File: src/rtl/dot_matrix_scan_engine.sv
`default_nettype none
// +--------------------------------------------------------------------------+
// | Module      : dot_matrix_scan_engine                                      |
// | Description : Row-scan engine for common-row LED dot-matrix panels.       |
// |               Owns a scan-rate prescaler and a writable frame buffer.     |
// |               It alternates BLANK and SHOW slots of DIV cycles each so    |
// |               that every row is preceded by a blanking slot, which        |
// |               suppresses ghosting.                                        |
// | Option      : DMX_DOUBLE_BUFFER_EN selects front/back buffers with a      |
// |               frame-synchronous swap. When it is undefined there is one   |
// |               buffer and swap_ack is swap_req delayed by one cycle.       |
// | Ports       : clk, reset (async, active-high)                             |
// |               wr_en/wr_row/wr_data  - frame-buffer row write              |
// |               swap_req/swap_ack     - buffer swap handshake               |
// |               frame_start           - pulse when row 0 SHOW begins        |
// |               dot_row (active-low one-hot), dot_column (active-high)      |
// | Revision    : 1.0  initial release                                        |
// +--------------------------------------------------------------------------+
module dot_matrix_scan_engine #(
  parameter int ROWS = 8,
  parameter int COLS = 8,
  parameter int DIV  = 2500
) (
  input  logic                    clk,
  input  logic                    reset,
  input  logic                    wr_en,
  input  logic [$clog2(ROWS)-1:0] wr_row,
  input  logic [COLS-1:0]         wr_data,
  input  logic                    swap_req,
  output logic                    swap_ack,
  output logic                    frame_start,
  output logic [ROWS-1:0]         dot_row,
  output logic [COLS-1:0]         dot_column
);

  localparam int c_RW = $clog2(ROWS);
  localparam int c_CW = (DIV > 1) ? $clog2(DIV) : 1;

  typedef enum logic [0:0] {
    ST_BLANK = 1'b0,
    ST_SHOW  = 1'b1
  } state_t;

  // ---------------------------------------------------------------- prescaler
  logic [c_CW-1:0] r_cnt;
  logic            w_tick;

  assign w_tick = (r_cnt == c_CW'(DIV - 1));

  always_ff @(posedge clk or posedge reset) begin
    if (reset) begin
      r_cnt <= '0;
    end else if (w_tick) begin
      r_cnt <= '0;
    end else begin
      r_cnt <= r_cnt + c_CW'(1);
    end
  end

  // ---------------------------------------------------------------- scan state
  state_t          r_state, w_state_nxt;
  logic [c_RW-1:0] r_row, w_row_nxt;
  logic [ROWS-1:0] r_dot_row, w_dot_row_nxt;
  logic [COLS-1:0] r_dot_col, w_dot_col_nxt;
  logic            r_frame_start, w_fs_nxt;
  logic            r_swap_ack;
  logic [ROWS-1:0] w_row_sel;
  logic [COLS-1:0] w_front_data;
  logic            w_wr_ok;

  // Row r is driven on bit ROWS-1-r.
  for (genvar i = 0; i < ROWS; i++) begin : g_row_sel
    assign w_row_sel[ROWS-1-i] = (r_row == c_RW'(i));
  end

  // Rows beyond ROWS-1 are only addressable when ROWS is not a power of two.
  assign w_wr_ok = wr_en && ({1'b0, wr_row} < (c_RW + 1)'(ROWS));

  // ---------------------------------------------------------------- buffers
`ifdef DMX_DOUBLE_BUFFER_EN
  logic [COLS-1:0] r_buf [2][ROWS];
  logic            r_front;
  logic            w_swap;

  // Swap point: the SHOW(last row) -> BLANK(row 0) transition.
  assign w_swap       = w_tick && (r_state == ST_SHOW) &&
                        (r_row == c_RW'(ROWS - 1)) && swap_req;
  assign w_front_data = r_buf[r_front][r_row];

  // A write on the swap edge lands in the old back buffer, which then
  // becomes the front, so the data appears in the new frame.
  always_ff @(posedge clk or posedge reset) begin
    if (reset) begin
      for (int b = 0; b < 2; b++) begin
        for (int i = 0; i < ROWS; i++) begin
          r_buf[b][i] <= '0;
        end
      end
      r_front    <= 1'b0;
      r_swap_ack <= 1'b0;
    end else begin
      if (w_wr_ok) begin
        r_buf[~r_front][wr_row] <= wr_data;
      end
      if (w_swap) begin
        r_front <= ~r_front;
      end
      r_swap_ack <= w_swap;
    end
  end
`else
  logic [COLS-1:0] r_buf [ROWS];

  assign w_front_data = r_buf[r_row];

  always_ff @(posedge clk or posedge reset) begin
    if (reset) begin
      for (int i = 0; i < ROWS; i++) begin
        r_buf[i] <= '0;
      end
      r_swap_ack <= 1'b0;
    end else begin
      if (w_wr_ok) begin
        r_buf[wr_row] <= wr_data;
      end
      r_swap_ack <= swap_req;
    end
  end
`endif

  // ---------------------------------------------------------------- FSM
  always_ff @(posedge clk or posedge reset) begin
    if (reset) begin
      r_state       <= ST_BLANK;
      r_row         <= '0;
      r_dot_row     <= '1;
      r_dot_col     <= '0;
      r_frame_start <= 1'b0;
    end else begin
      r_state       <= w_state_nxt;
      r_row         <= w_row_nxt;
      r_dot_row     <= w_dot_row_nxt;
      r_dot_col     <= w_dot_col_nxt;
      r_frame_start <= w_fs_nxt;
    end
  end

  always_comb begin
    w_state_nxt   = r_state;
    w_row_nxt     = r_row;
    w_dot_row_nxt = r_dot_row;
    w_dot_col_nxt = r_dot_col;
    w_fs_nxt      = 1'b0;
    if (w_tick) begin
      case (r_state)
        ST_BLANK: begin
          // Column data is latched here, so later writes leave this slot alone.
          w_state_nxt   = ST_SHOW;
          w_dot_row_nxt = ~w_row_sel;
          w_dot_col_nxt = w_front_data;
          w_fs_nxt      = (r_row == '0);
        end
        default: begin
          w_state_nxt   = ST_BLANK;
          w_dot_row_nxt = '1;
          w_dot_col_nxt = '0;
          if (r_row == c_RW'(ROWS - 1)) begin
            w_row_nxt = '0;
          end else begin
            w_row_nxt = r_row + c_RW'(1);
          end
        end
      endcase
    end
  end

  assign dot_row     = r_dot_row;
  assign dot_column  = r_dot_col;
  assign frame_start = r_frame_start;
  assign swap_ack    = r_swap_ack;

endmodule
`default_nettype wire

File: config.mk
export PLATFORM = sky130hd
export DESIGN_NAME = dot_matrix_scan_engine
export DESIGN_NICKNAME = d
export VERILOG_FILES = /design/src/rtl/dot_matrix_scan_engine.sv
export SDC_FILE = /design/constraint.sdc
export NUM_CORES = 1
export LEC_CHECK = 0
export BUFFER_PORTS_ARGS = -buffer_cell sky130_fd_sc_hd__buf_2
export CORE_ASPECT_RATIO = 1.5
export CORE_MARGIN = 2
export CORE_UTILIZATION = 55
export DETAILED_ROUTE_END_ITERATION = 12
export MAX_ROUTING_LAYER = met4
export PLACE_DENSITY = 0.74
export SYNTH_ARGS = -nofsm -noshare
export SYNTH_HDL_FRONTEND = slang
export SYNTH_SLANG_ARGS = --single-unit
File: constraint.sdc
create_clock -name clk -period 6.3 [get_ports clk]
set_input_delay 0.315 -clock clk [delete_from_list [all_inputs] [get_ports clk]]
set_output_delay 0.315 -clock clk [all_outputs]
set_load 0.005 [all_outputs]
# Word-level counts from Yosys, hierarchy flattened

Index checks and enable logic that the tools add are counted.

Register bits: 98
Word-level logic and storage cells: 47
Bits of input ports: 15
Output and inout bits: 18

Add/subtract/negate cells: 2
Reductions and logical operators: 3
Magnitude comparators: 3
Eq/ne operators: 8
Muxes and demuxes: 13
Bitwise operators: 3

Operators by type and width:

| operator              | count |
|---|---|
| $bwmux 64             | 1 |
| $mux 8                | 5 |
| $bmux 8 s3            | 1 |
| $demux 8 s3           | 1 |
| $add 12x1->12 const B | 1 |
| $eq 12x12->1 const B  | 1 |
| $eq 3x3->1 const B    | 4 |
| $mux 12               | 1 |
| $ge 4x4->1 const B    | 2 |
| $not 3->4             | 2 |
| $not 8->8             | 1 |
| $eq 3x2->1 const B    | 2 |
| $lt 4x1->1 const B    | 1 |
| $add 3x1->3 const B   | 1 |
| $eq 3x1->1 const B    | 1 |
| $logic_not 3->1       | 1 |
| $mux 1                | 3 |
| $mux 3                | 1 |
| $reduce_and 2->1      | 1 |
| $logic_and 1x1->1     | 1 |

# Depth between registers and ports, before layout

Gate-level depths: netlist of run 1.

Depth after elaboration: 6
Mapped depth: 6
Gate-level depth less buffers: 4

# Least setup slack after synthesis of run 1

OpenSTA, ideal clock, no wires.

Kind: flip-flop to flip-flop
Start point: register r_cnt[0]
End point: register r_dot_row[7] (netlist: dot_row[7])
Setup time: 0.082 ns
Arrival time: 1.496 ns
Buffers on the path: 1
Data required time: 6.218 ns
Stages on the path, launching flop included: 6
Setup slack: 4.722 ns
Clock period less this slack: 1.578 ns
Cell sequence: dfrtp_1 > ha_1 > nor4b_4 > and3_1 > buf_6 > mux2_4

Longest elaborated chain between the ends: 1

RTL lines:

| item                     | line | source |
|---|---|---|
| start: declaration       | 45   | `logic [c_CW-1:0] r_cnt;` |
| start signal: assignment | 56   | `r_cnt <= r_cnt + c_CW'(1);` |
| $eq 12x12->1             | 48   | `assign w_tick = (r_cnt == c_CW'(DIV - 1));` |
| end signal: assignment   | 142  | `r_dot_row <= w_dot_row_nxt;` |
| end: declaration         | 63   | `logic [ROWS-1:0] r_dot_row, w_dot_row_nxt;` |

Every way passes these cells.
A chain may end at the register's enable or synchronous reset.

# Worst setup path in the final report of run 1

Same ends and word-level chain as after synthesis.

==> results_dict.tcl, run 1 <==
set metrics [dict create \
    synthFlopType "dfrtp_1" \
    drv_slew 0 \
    grt_use_total 0.217 \
    ys_types 42 \
    swShare 0.220 \
    finalSetupViolCount 0 \
    initial_core_util 0.566 \
    comb_power_share 0.114 \
    min_path_type "input port to flip-flop" \
    gr-total-overflow 0 \
    core_area_sq_mm 0.00801 \
    die_height_um 115 \
    power_frac_seq 0.527 \
    powerDensity_mw_per_mm2 290 \
    p_clk_frac 0.359 \
    die_area_sq_mm 0.00899 \
    firstDrtPassIters 4 \
    fin_skew_ns 0.00721 \
    synth_cells 298 \
    cts-buffers-inserted 9 \
    grt_pass1_wl_mm 14.2 \
    yosysWarnings 0 \
    yosysTopAreaCell "dfrtp_1" \
    crit_required_ns 6.56 \
    switching_power_uw 320 \
    wl_mm 8.38 \
    dpl.hpwl_mm 5.47 \
    synth-async-reset-ratio 1.00 \
    antenna_cells 0 \
    netlist_area_sq_mm 0.00453 \
    status "finished clean" \
    end_kind "flip-flop" \
    hold_buffers 1 \
    cp-start-kind "flip-flop" \
    portBuffers 32 \
    wire_per_inst_um 19.0 \
    max_cap_viol_count 0 \
    reg2reg_slack_ns 3.95 \
    worstPathMaxFanout 14 \
    fin_crit_sh 0.374 \
    utilization 0.628 \
    num_rows 40 \
    r2r_cells 4 \
    synth_top_area_share 0.497 \
    leakagePower_nw 2.19 \
    cts.htree.levels 3 \
    drt-vias-per-instance 5.98 \
    cts_tree "yes" \
    io_pins 33 \
    ys_seq_area_frac 0.544 \
    postSynthAreaPerCell_sq_um 15.2 \
    cts_resized 0 \
    crit_type "flip-flop to flip-flop" \
    syn-num-nets 320 \
    grt_pass1_vias 2729 \
    ant_nets 0 \
    r2r-end "dot_row[7]" \
    layout_setup_ws_ns 3.95 \
    relSlewSlack 0.385 \
    post-cts-setup-buffer-count 0 \
    cts.path.max_buffers 2 \
    hold_viol_final 0 \
    grt_max_degree 72 \
    hold_depth 1 \
    antenna_found_initial 0 \
    synth.most_common_cell "dfrtp_1" \
    place_ws_ns 3.94 \
    cts-root-buf "clkbuf_16" \
    tightest_slew_ns 0.918 \
    ys_ff_latch 98 \
    cts_num_sinks 98 \
    clk_latency_ns 0.33 \
    rsz0062_at_grt "no" \
    fin_nets 353 \
    via_count 2637 \
    drc 0 \
    power.total_mw 1.46 \
    hold_start "swap_req" \
    r2r-start "r_cnt[0]" \
    fp.dieW_um 78.1 \
    synth_edf_count 0 \
    clk_pin_slew_ns 0.06 \
    holdPathEnd "swap_ack" \
    fin_crit_ns 2.35 \
    synthTopCellsByCount "dfrtp_1, mux2_2, mux4_2" \
    syn2layout_area_growth_pct 11.0 \
    crit_arrival_ns 2.61 \
    intPower_mw 1.14 \
    fmax_ghz 0.425 \
    setup_tns_ns 0 \
    synth_area_leaders "dfrtp_1, mux2_2, mux4_2" \
    peakVddDrop_mv 0.182 \
    layout-drive-gt1-share 0.449 \
    drtIter0Drc 151 \
    gp_congestion 0.786 \
]
==> worst max-delay path by stage <==
stage / startpoint / to / slack [ns] / cells past startpoint
floorplan: reset / dot_column[0] / 3.44 / 1
global placement: r_cnt[0] / dot_row[7] / 4.02 / 4
detailed placement: r_cnt[0] / dot_row[7] / 3.94 / 4
CTS: r_cnt[0] / dot_row[7] / 3.94 / 4
global route: r_cnt[0] / dot_row[7] / 3.75 / 4
finish: r_cnt[0] / dot_row[7] / 3.95 / 4
==> final cells by class <==
cell class,instances,area (sq um)
clock buffers,14,244
clock inverters,2,37.5
fillers,627,2980
inverters,9,36.3
multi-input cells,178,1930
flip-flops and latches,98,2460
well taps,105,131
repair buffers,35,185
==> power groups by stage <==
stage	Sequential (mW)	Combinational [mW]	Clock [mW]
global placement	0.767	0.161	0
detailed placement	0.774	0.168	0
CTS	0.766	0.169	0.535
global route	0.776	0.181	0.570
floorplan	0.758	0.139	0
finish	0.767	0.165	0.523
==> routing by layer <==
metal  GRT usage  wire [um]
met1       0.276       3530
met5           -          0
met4      0.0655        121
met3      0.0471        266
met2       0.351       4460
==> worst max-delay path, cell delays in order, from the launching register on <==
cell     delay (ns)
dfrtp_1        0.40
ha_1           0.28
nor4b_4        0.62
and3_1         0.63
mux2_4         0.35
==> state kept, by name, indices dropped and copies added, names as in the netlist <==
name and cells:
r_buf 64, frame_start 1, dot_row 8, r_state 1
r_cnt 12, dot_column 8, r_row 3, swap_ack 1
==> cells by family after synthesis <==
group,after synthesis,synth area share
fa+ha+maj,7,0.0193
compound gates,29,0.0448
flops,98,0.544
mux,93,0.270
xor+xnor,7,0.0135
simple gates,42,0.0785
buf+inv,22,0.0304
==> per-stage QoR <==
step | cell area (sq um) | hold slack (ns) | instances
floorplan | 4530 | 0.346 | 298
global placement | 4730 | 0.313 | 424
detailed placement | 4730 | 0.314 | 424
CTS | 5030 | 0.0754 | 441
global route | 5030 | 0.0696 | 441
finish | 5030 | 0.0854 | 441
==> layout by cell type (no fill, tap or decap), drive strengths merged <==
cell | Yosys | final
a21oi | 3 | 3
a31oi | 15 | 15
and2 | 1 | 1
and3 | 2 | 2
and4 | 2 | 2
buf | 13 | 34
bufinv | 0 | 1
clkbuf | 0 | 14
clkinvlp | 0 | 1
dfrtp | 90 | 90
dfstp | 8 | 8
dlygate4sd3 | 0 | 1
ha | 7 | 7
inv | 9 | 9
mux2 | 67 | 67
mux2i | 10 | 10
mux4 | 16 | 16
nand2 | 4 | 4
nand2b | 2 | 2
nand3 | 6 | 6
nand4 | 5 | 5
nand4b | 3 | 3
nor2 | 7 | 7
nor3 | 3 | 3
nor3b | 2 | 2
nor4 | 1 | 1
nor4b | 2 | 2
o21ai | 1 | 1
o2bb2ai | 8 | 8
o31ai | 2 | 2
or4 | 2 | 2
xnor2 | 5 | 5
xor2 | 2 | 2
Note: power is estimated with default switching activity, not from simulation.
==> run 2, diff against run 1 <==
--- a/config.mk
+++ b/config.mk
@@ -8,10 +8,10 @@
 export BUFFER_PORTS_ARGS = -buffer_cell sky130_fd_sc_hd__buf_2
 export CORE_ASPECT_RATIO = 1.5
 export CORE_MARGIN = 2
-export CORE_UTILIZATION = 55
+export CORE_UTILIZATION = 54
 export DETAILED_ROUTE_END_ITERATION = 12
 export MAX_ROUTING_LAYER = met4
-export PLACE_DENSITY = 0.74
+export PLACE_DENSITY = 0.76
 export SYNTH_ARGS = -nofsm -noshare
 export SYNTH_HDL_FRONTEND = slang
 export SYNTH_SLANG_ARGS = --single-unit
==> constraint.sdc (replaced) <==
create_clock -name clk -period 1.95 [get_ports clk]
set_input_delay 0.0975 -clock clk [delete_from_list [all_inputs] [get_ports clk]]
set_output_delay 0.0975 -clock clk [all_outputs]
set_load 0.005 [all_outputs]
==> run 2 against run 1 <==
Compared with the run above:
- worst setup slack worse by 3.7 ns
- wire length up 5.1%
- register-to-register slack worse by 3.7 ns
- clock skew down 0.0026 ns
- via count up 2.0%
- count of clock-buffer cells in the layout down 4
- total power rose to 3.2 times the previous value
- critical path type unchanged
- largest cell class unchanged
==> results_dict.tcl, run 2 (synthesis gave the netlist of run 1 again) <==
set metrics [dict create \
    grt_pass1_wl_mm 14.5 \
    r2r-start "r_cnt[0]" \
    dpl.hpwl_mm 5.97 \
    drtIter0Drc 92 \
    cts-buffers-inserted 9 \
    whs_ns 0.0842 \
    swShare 0.230 \
    r2r-end "r_row[0]" \
    clk_pin_slew_ns 0.06 \
    min_path_type "input port to flip-flop" \
    cts_tree "yes" \
    crit_chain "ha_1, nor4b_4, buf_4, nand4_2, mux2_4" \
    drt-vias-per-instance 5.88 \
    fmax_ghz 0.582 \
    ant_nets 0 \
    setup_tns_ns 0 \
    crit_required_ns 2.18 \
    power_frac_seq 0.530 \
    r2r_cells 5 \
    drv_slew 0 \
    num_rows 40 \
    core_area_sq_mm 0.00806 \
    grt_pass1_vias 2838 \
    wl_mm 8.81 \
    status "finished clean" \
    gp_congestion 0.857 \
    layout_setup_ws_ns 0.232 \
    hold_start "wr_data[7]" \
    cp-start-kind "flip-flop" \
    intPower_mw 3.58 \
    io_pins 33 \
    hold_viol_final 0 \
    layout-drive-gt1-share 0.487 \
    layout_commonest_cell "dfrtp_1" \
    wire_per_inst_um 19.2 \
    cts_num_sinks 98 \
    die_height_um 116 \
    clk_latency_ns 0.34 \
    firstDrtPassIters 4 \
    slowest_stage "dfrtp_1" \
    portBuffers 32 \
    syn2layout_area_growth_pct 14.7 \
    cts-root-buf "clkbuf_16" \
    grt_max_degree 87 \
    peakVddDrop_mv 0.674 \
    fin_nets 370 \
    max_cap_viol_count 0 \
    grt_use_total 0.222 \
    fp.dieW_um 78.8 \
    placed_cells 439 \
    holdPathEnd "r_buf[39]" \
    top_regs "r_buf x64, r_cnt x12" \
    drc 0 \
    worstPathMaxFanout 5 \
    initial_core_util 0.562 \
    comb_power_share 0.118 \
    switching_power_mw 1.07 \
    largest-register "r_buf" \
    crit_type "flip-flop to flip-flop" \
    hold_depth 2 \
    crit_arrival_ns 1.94 \
    antenna_cells 0 \
    instances_no_fill 458 \
    leakagePower_nw 2.28 \
    finalSetupViolCount 0 \
    fin_crit_sh 0.881 \
    relSlewSlack 0.622 \
    cts.path.max_buffers 2 \
    p_clk_frac 0.352 \
    cts.htree.levels 3 \
    die_area_sq_mm 0.00915 \
    largest_reg_flops 64 \
    antenna_found_initial 0 \
    reg2reg_slack_ns 0.23 \
    layout_common_cells "dfrtp_1, mux2_2, buf_2, mux4_2" \
    fin_crit_ns 1.72 \
    tightest_slew_ns 0.567 \
    fin_skew_ns 0.00466 \
    gr-total-overflow 0 \
    place_ws_ns 0.146 \
    via_count 2691 \
    rsz0062_at_grt "no" \
    max_stage_delay_ns 0.41 \
    end_kind "flip-flop" \
    powerDensity_mw_per_mm2 895 \
]
[run 2: cell count changes in the layout (fill, tap and decap cells not counted), sizes merged]
cell / previous run / this run
buf: 34 / 50
bufinv: 1 / 0
clkbuf: 14 / 10
clkinv: 0 / 4
clkinvlp: 1 / 3
dlygate4sd3: 1 / 2
inv: 9 / 8
[run 2: layout make-up]
| type | count | area, sq um |
|---|---|---|
| Clock buffer | 10 | 239 |
| Clock inverter | 6 | 42.5 |
| Fill cell | 589 | 2860 |
| Inverter | 9 | 37.5 |
| Multi-Input combinational cell | 178 | 1930 |
| Sequential cell | 98 | 2460 |
| Tap cell | 105 | 131 |
| Timing Repair Buffer | 52 | 353 |
[run 2: critical path: cells and delay by family, from the launching register on]
family                     cells  cell delay, ns
buffers and inverters          1            0.18
DFF                            1            0.41
muxes                          1            0.35
adders and majority gates      1            0.27
and+or+nand+nor                2            0.39
[run 2: per-layer routing]
layer  up-vias  GRT usage  share of wire
li1       1222          -              -
met1      1407      0.257           0.40
met2        51      0.378           0.55
met3        11     0.0386          0.031
met4         0     0.0982          0.018
met5         -          -              0
[run 2: how the worst max path moves through the flow]
| stage | slack [ns] | end | from |
|---|---|---|---|
| final | 0.23 | r_row[0] | r_cnt[0] |
| after global routing | 0.09 | r_row[0] | r_cnt[0] |
| after CTS | 0.13 | r_row[0] | r_cnt[0] |
| after detailed placement | 0.15 | r_state | r_cnt[0] |
| after global placement | 0.24 | dot_row[7] | r_cnt[0] |
| after floorplan | 0.37 | dot_row[7] | r_cnt[0] |
[run 2: per-stage QoR]
step / util / power, mW / cell area [sq um]
2_1_floorplan: - / 2.90 / 4530
3_3_place_gp: 0.606 / 3.00 / 4890
3_5_place_dp: 0.606 / 3.06 / 4890
4_1_cts: 0.644 / 4.70 / 5190
5_1_grt: 0.645 / 4.85 / 5190
6_report: 0.645 / 4.65 / 5190
[run 2: power groups by stage]
stage	sequential (mW)	clock, mW	combinational, mW
after floorplan	2.45	0	0.449
after detailed placement	2.50	0	0.555
final	2.47	1.64	0.549
after CTS	2.47	1.67	0.561
after global placement	2.48	0	0.526
after global routing	2.49	1.75	0.601
[run 2: repair_timing]
| action | 4_1_cts | 5_1_grt |
|---|---|---|
| endpoints found under the setup margin | 0 | 2 |
| hold buffers | 2 | 0 |
| buffers inserted | 0 | 1 |
| hold endpoints to repair | 13 | 0 |
| resized for setup | 0 | 0 |
==> run 3, diff against run 2 <==
--- a/config.mk
+++ b/config.mk
@@ -7,7 +7,7 @@
 export LEC_CHECK = 0
 export BUFFER_PORTS_ARGS = -buffer_cell sky130_fd_sc_hd__buf_2
 export CORE_ASPECT_RATIO = 1.5
-export CORE_MARGIN = 2
+export CORE_MARGIN = 4
 export CORE_UTILIZATION = 54
 export DETAILED_ROUTE_END_ITERATION = 12
 export MAX_ROUTING_LAYER = met4
==> run 3 against run 2 <==
Compared with the run above:
- flip-flop and latch count stayed put
- critical path depth stayed put
- non-clock buffer count is 1 higher
- register-to-register slack better by 0.06 ns
- worst setup slack better by 0.058 ns
- sequential power hardly changed
- design area is 0.46% higher
- clock skew is 0.0043 ns higher
- final cell count is 0.22% higher
- sequential share of layout area is 0.22 points lower
- clock power is 7% higher
==> results_dict.tcl, run 3 (synthesis gave the netlist of run 1 again) <==
set metrics [dict create \
    wl_mm 8.80 \
    switching_power_mw 1.06 \
    grt_use_total 0.205 \
    grt_use_met3 0.0345 \
    crit_required_ns 2.21 \
    peakVddDrop_mv 0.712 \
    layout_common_cells "dfrtp_1, mux2_2, buf_2, mux4_2, buf_4" \
    clk_latency_ns 0.34 \
    drt-vias-per-instance 5.89 \
    top_regs "r_buf x64, r_cnt x12" \
    power_frac_seq 0.517 \
    post-cts-setup-buffer-count 0 \
    num_rows 40 \
    die_height_um 120 \
    fmax_ghz 0.602 \
    cpLargestDelayFamily "simple AND/OR/NAND/NOR gates" \
    cts_num_sinks 98 \
    via_count 2704 \
    grt_pass1_vias 2898 \
    gp_congestion 0.771 \
    layout-drive-gt1-share 0.483 \
    hold_buffers 2 \
    grt_use_met2 0.329 \
    ant_nets 0 \
    max_cap_viol_count 0 \
    largest_reg_flops 64 \
    layout_commonest_cell "dfrtp_1" \
    gr-total-overflow 0 \
    cts-root-buf "clkbuf_16" \
    antenna_found_initial 0 \
    setup_tns_ns 0 \
    crit_chain "ha_1, nor4b_4, and3_1, buf_4, xnor2_1" \
    fin_crit_ns 1.66 \
    finalSetupViolCount 0 \
    leakagePower_nw 2.29 \
    cts-buffers-inserted 9 \
    initial_core_util 0.559 \
    rsz0062_at_grt "no" \
    crit_type "flip-flop to flip-flop" \
    wire_per_inst_um 19.2 \
    core_area_sq_mm 0.00811 \
    swShare 0.222 \
    tightest_slew_ns 0.644 \
    grt_util_met1 0.263 \
    firstDrtPassIters 4 \
    comb_power_share 0.116 \
    intPower_mw 3.72 \
    clk_pin_slew_ns 0.07 \
    status "finished clean" \
    fin_crit_sh 0.851 \
    drtIter0Drc 139 \
    die_area_sq_mm 0.00995 \
    drv_slew 0 \
    largest-register "r_buf" \
    max_stage_delay_ns 0.41 \
    fin_nets 371 \
    io_pins 33 \
    end_kind "flip-flop" \
    cts.path.max_buffers 2 \
    slowest_stage "dfrtp_1" \
    antenna_cells 0 \
    hold_viol_final 0 \
    relSlewSlack 0.569 \
    crit_arrival_ns 1.92 \
    cp-start-kind "flip-flop" \
    cts.htree.levels 3 \
    fp.dieW_um 82.8 \
    dpl.hpwl_mm 6.06 \
    worstPathMaxFanout 8 \
    grt-busiest-layer "met2" \
    fin_skew_ns 0.00892 \
    grt_pass1_wl_mm 14.8 \
    syn2layout_area_growth_pct 15.2 \
    critical_path_buf_inv_count 1 \
    portBuffers 32 \
    powerDensity_mw_per_mm2 915 \
    cts_resized 0 \
    p_clk_frac 0.367 \
    min_path_type "input port to flip-flop" \
    power.total_mw 4.77 \
    utilization 0.644 \
    drc 0 \
    grt_max_degree 37 \
    cts_tree "yes" \
]
==> run 3: changes by cell type in the layout (fill, tap and decap cells not counted), sizes merged <==
cell,previous run,this run
bufinv,0,1
clkinvlp,3,2
clkbuf,10,12
buf,50,51
clkinv,4,2
==> run 3: per-stage QoR <==
step	setup WS, ns	cells	hold WS, ns	cell area [sq um]
4_1_cts	0.307	459	0.0840	5220
2_1_floorplan	0.372	298	0.129	4530
5_1_grt	0.165	459	0.104	5220
3_3_place_gp	0.376	441	0.199	4900
6_report	0.290	459	0.0947	5220
3_5_place_dp	0.318	441	0.207	4900
==> run 3: final cells by class <==
type	count	area (sq um)
multi-input cells	178	1930
fillers	620	2890
clock inverters	4	51.3
repair buffers	53	360
flip-flops and latches	98	2460
well taps	105	131
clock buffers	12	246
inverters	9	37.5
==> run 3: final timing paths <==
path	start	end	slack, ns	cells past startpoint
setup / recovery	r_cnt[0]	r_state	0.29	5
hold / removal	wr_data[4]	r_buf[52]	0.09	2
setup reg to reg	r_cnt[0]	r_state	0.29	5
hold reg to reg	dot_column[5]	dot_column[5]	0.49	1
max in group asynchronous	reset	dot_row[1]	0.87	4
min in group asynchronous	reset	r_buf[33]	0.40	3
==> run 3: power by group through the flow <==
stage | Combinational [mW] | Sequential (mW) | Clock, mW
after detailed placement | 0.560 | 2.50 | 0
after CTS | 0.566 | 2.47 | 1.79
after global routing | 0.615 | 2.50 | 1.87
after global placement | 0.533 | 2.48 | 0
after floorplan | 0.449 | 2.45 | 0
final | 0.556 | 2.47 | 1.75
==> run 3: metal layers <==
layer	vias up	part of all wire	wire [um]
li1	1223	-	-
met1	1419	0.43	3760
met2	52	0.53	4670
met3	10	0.031	272
met4	0	0.012	102
met5	-	0	0
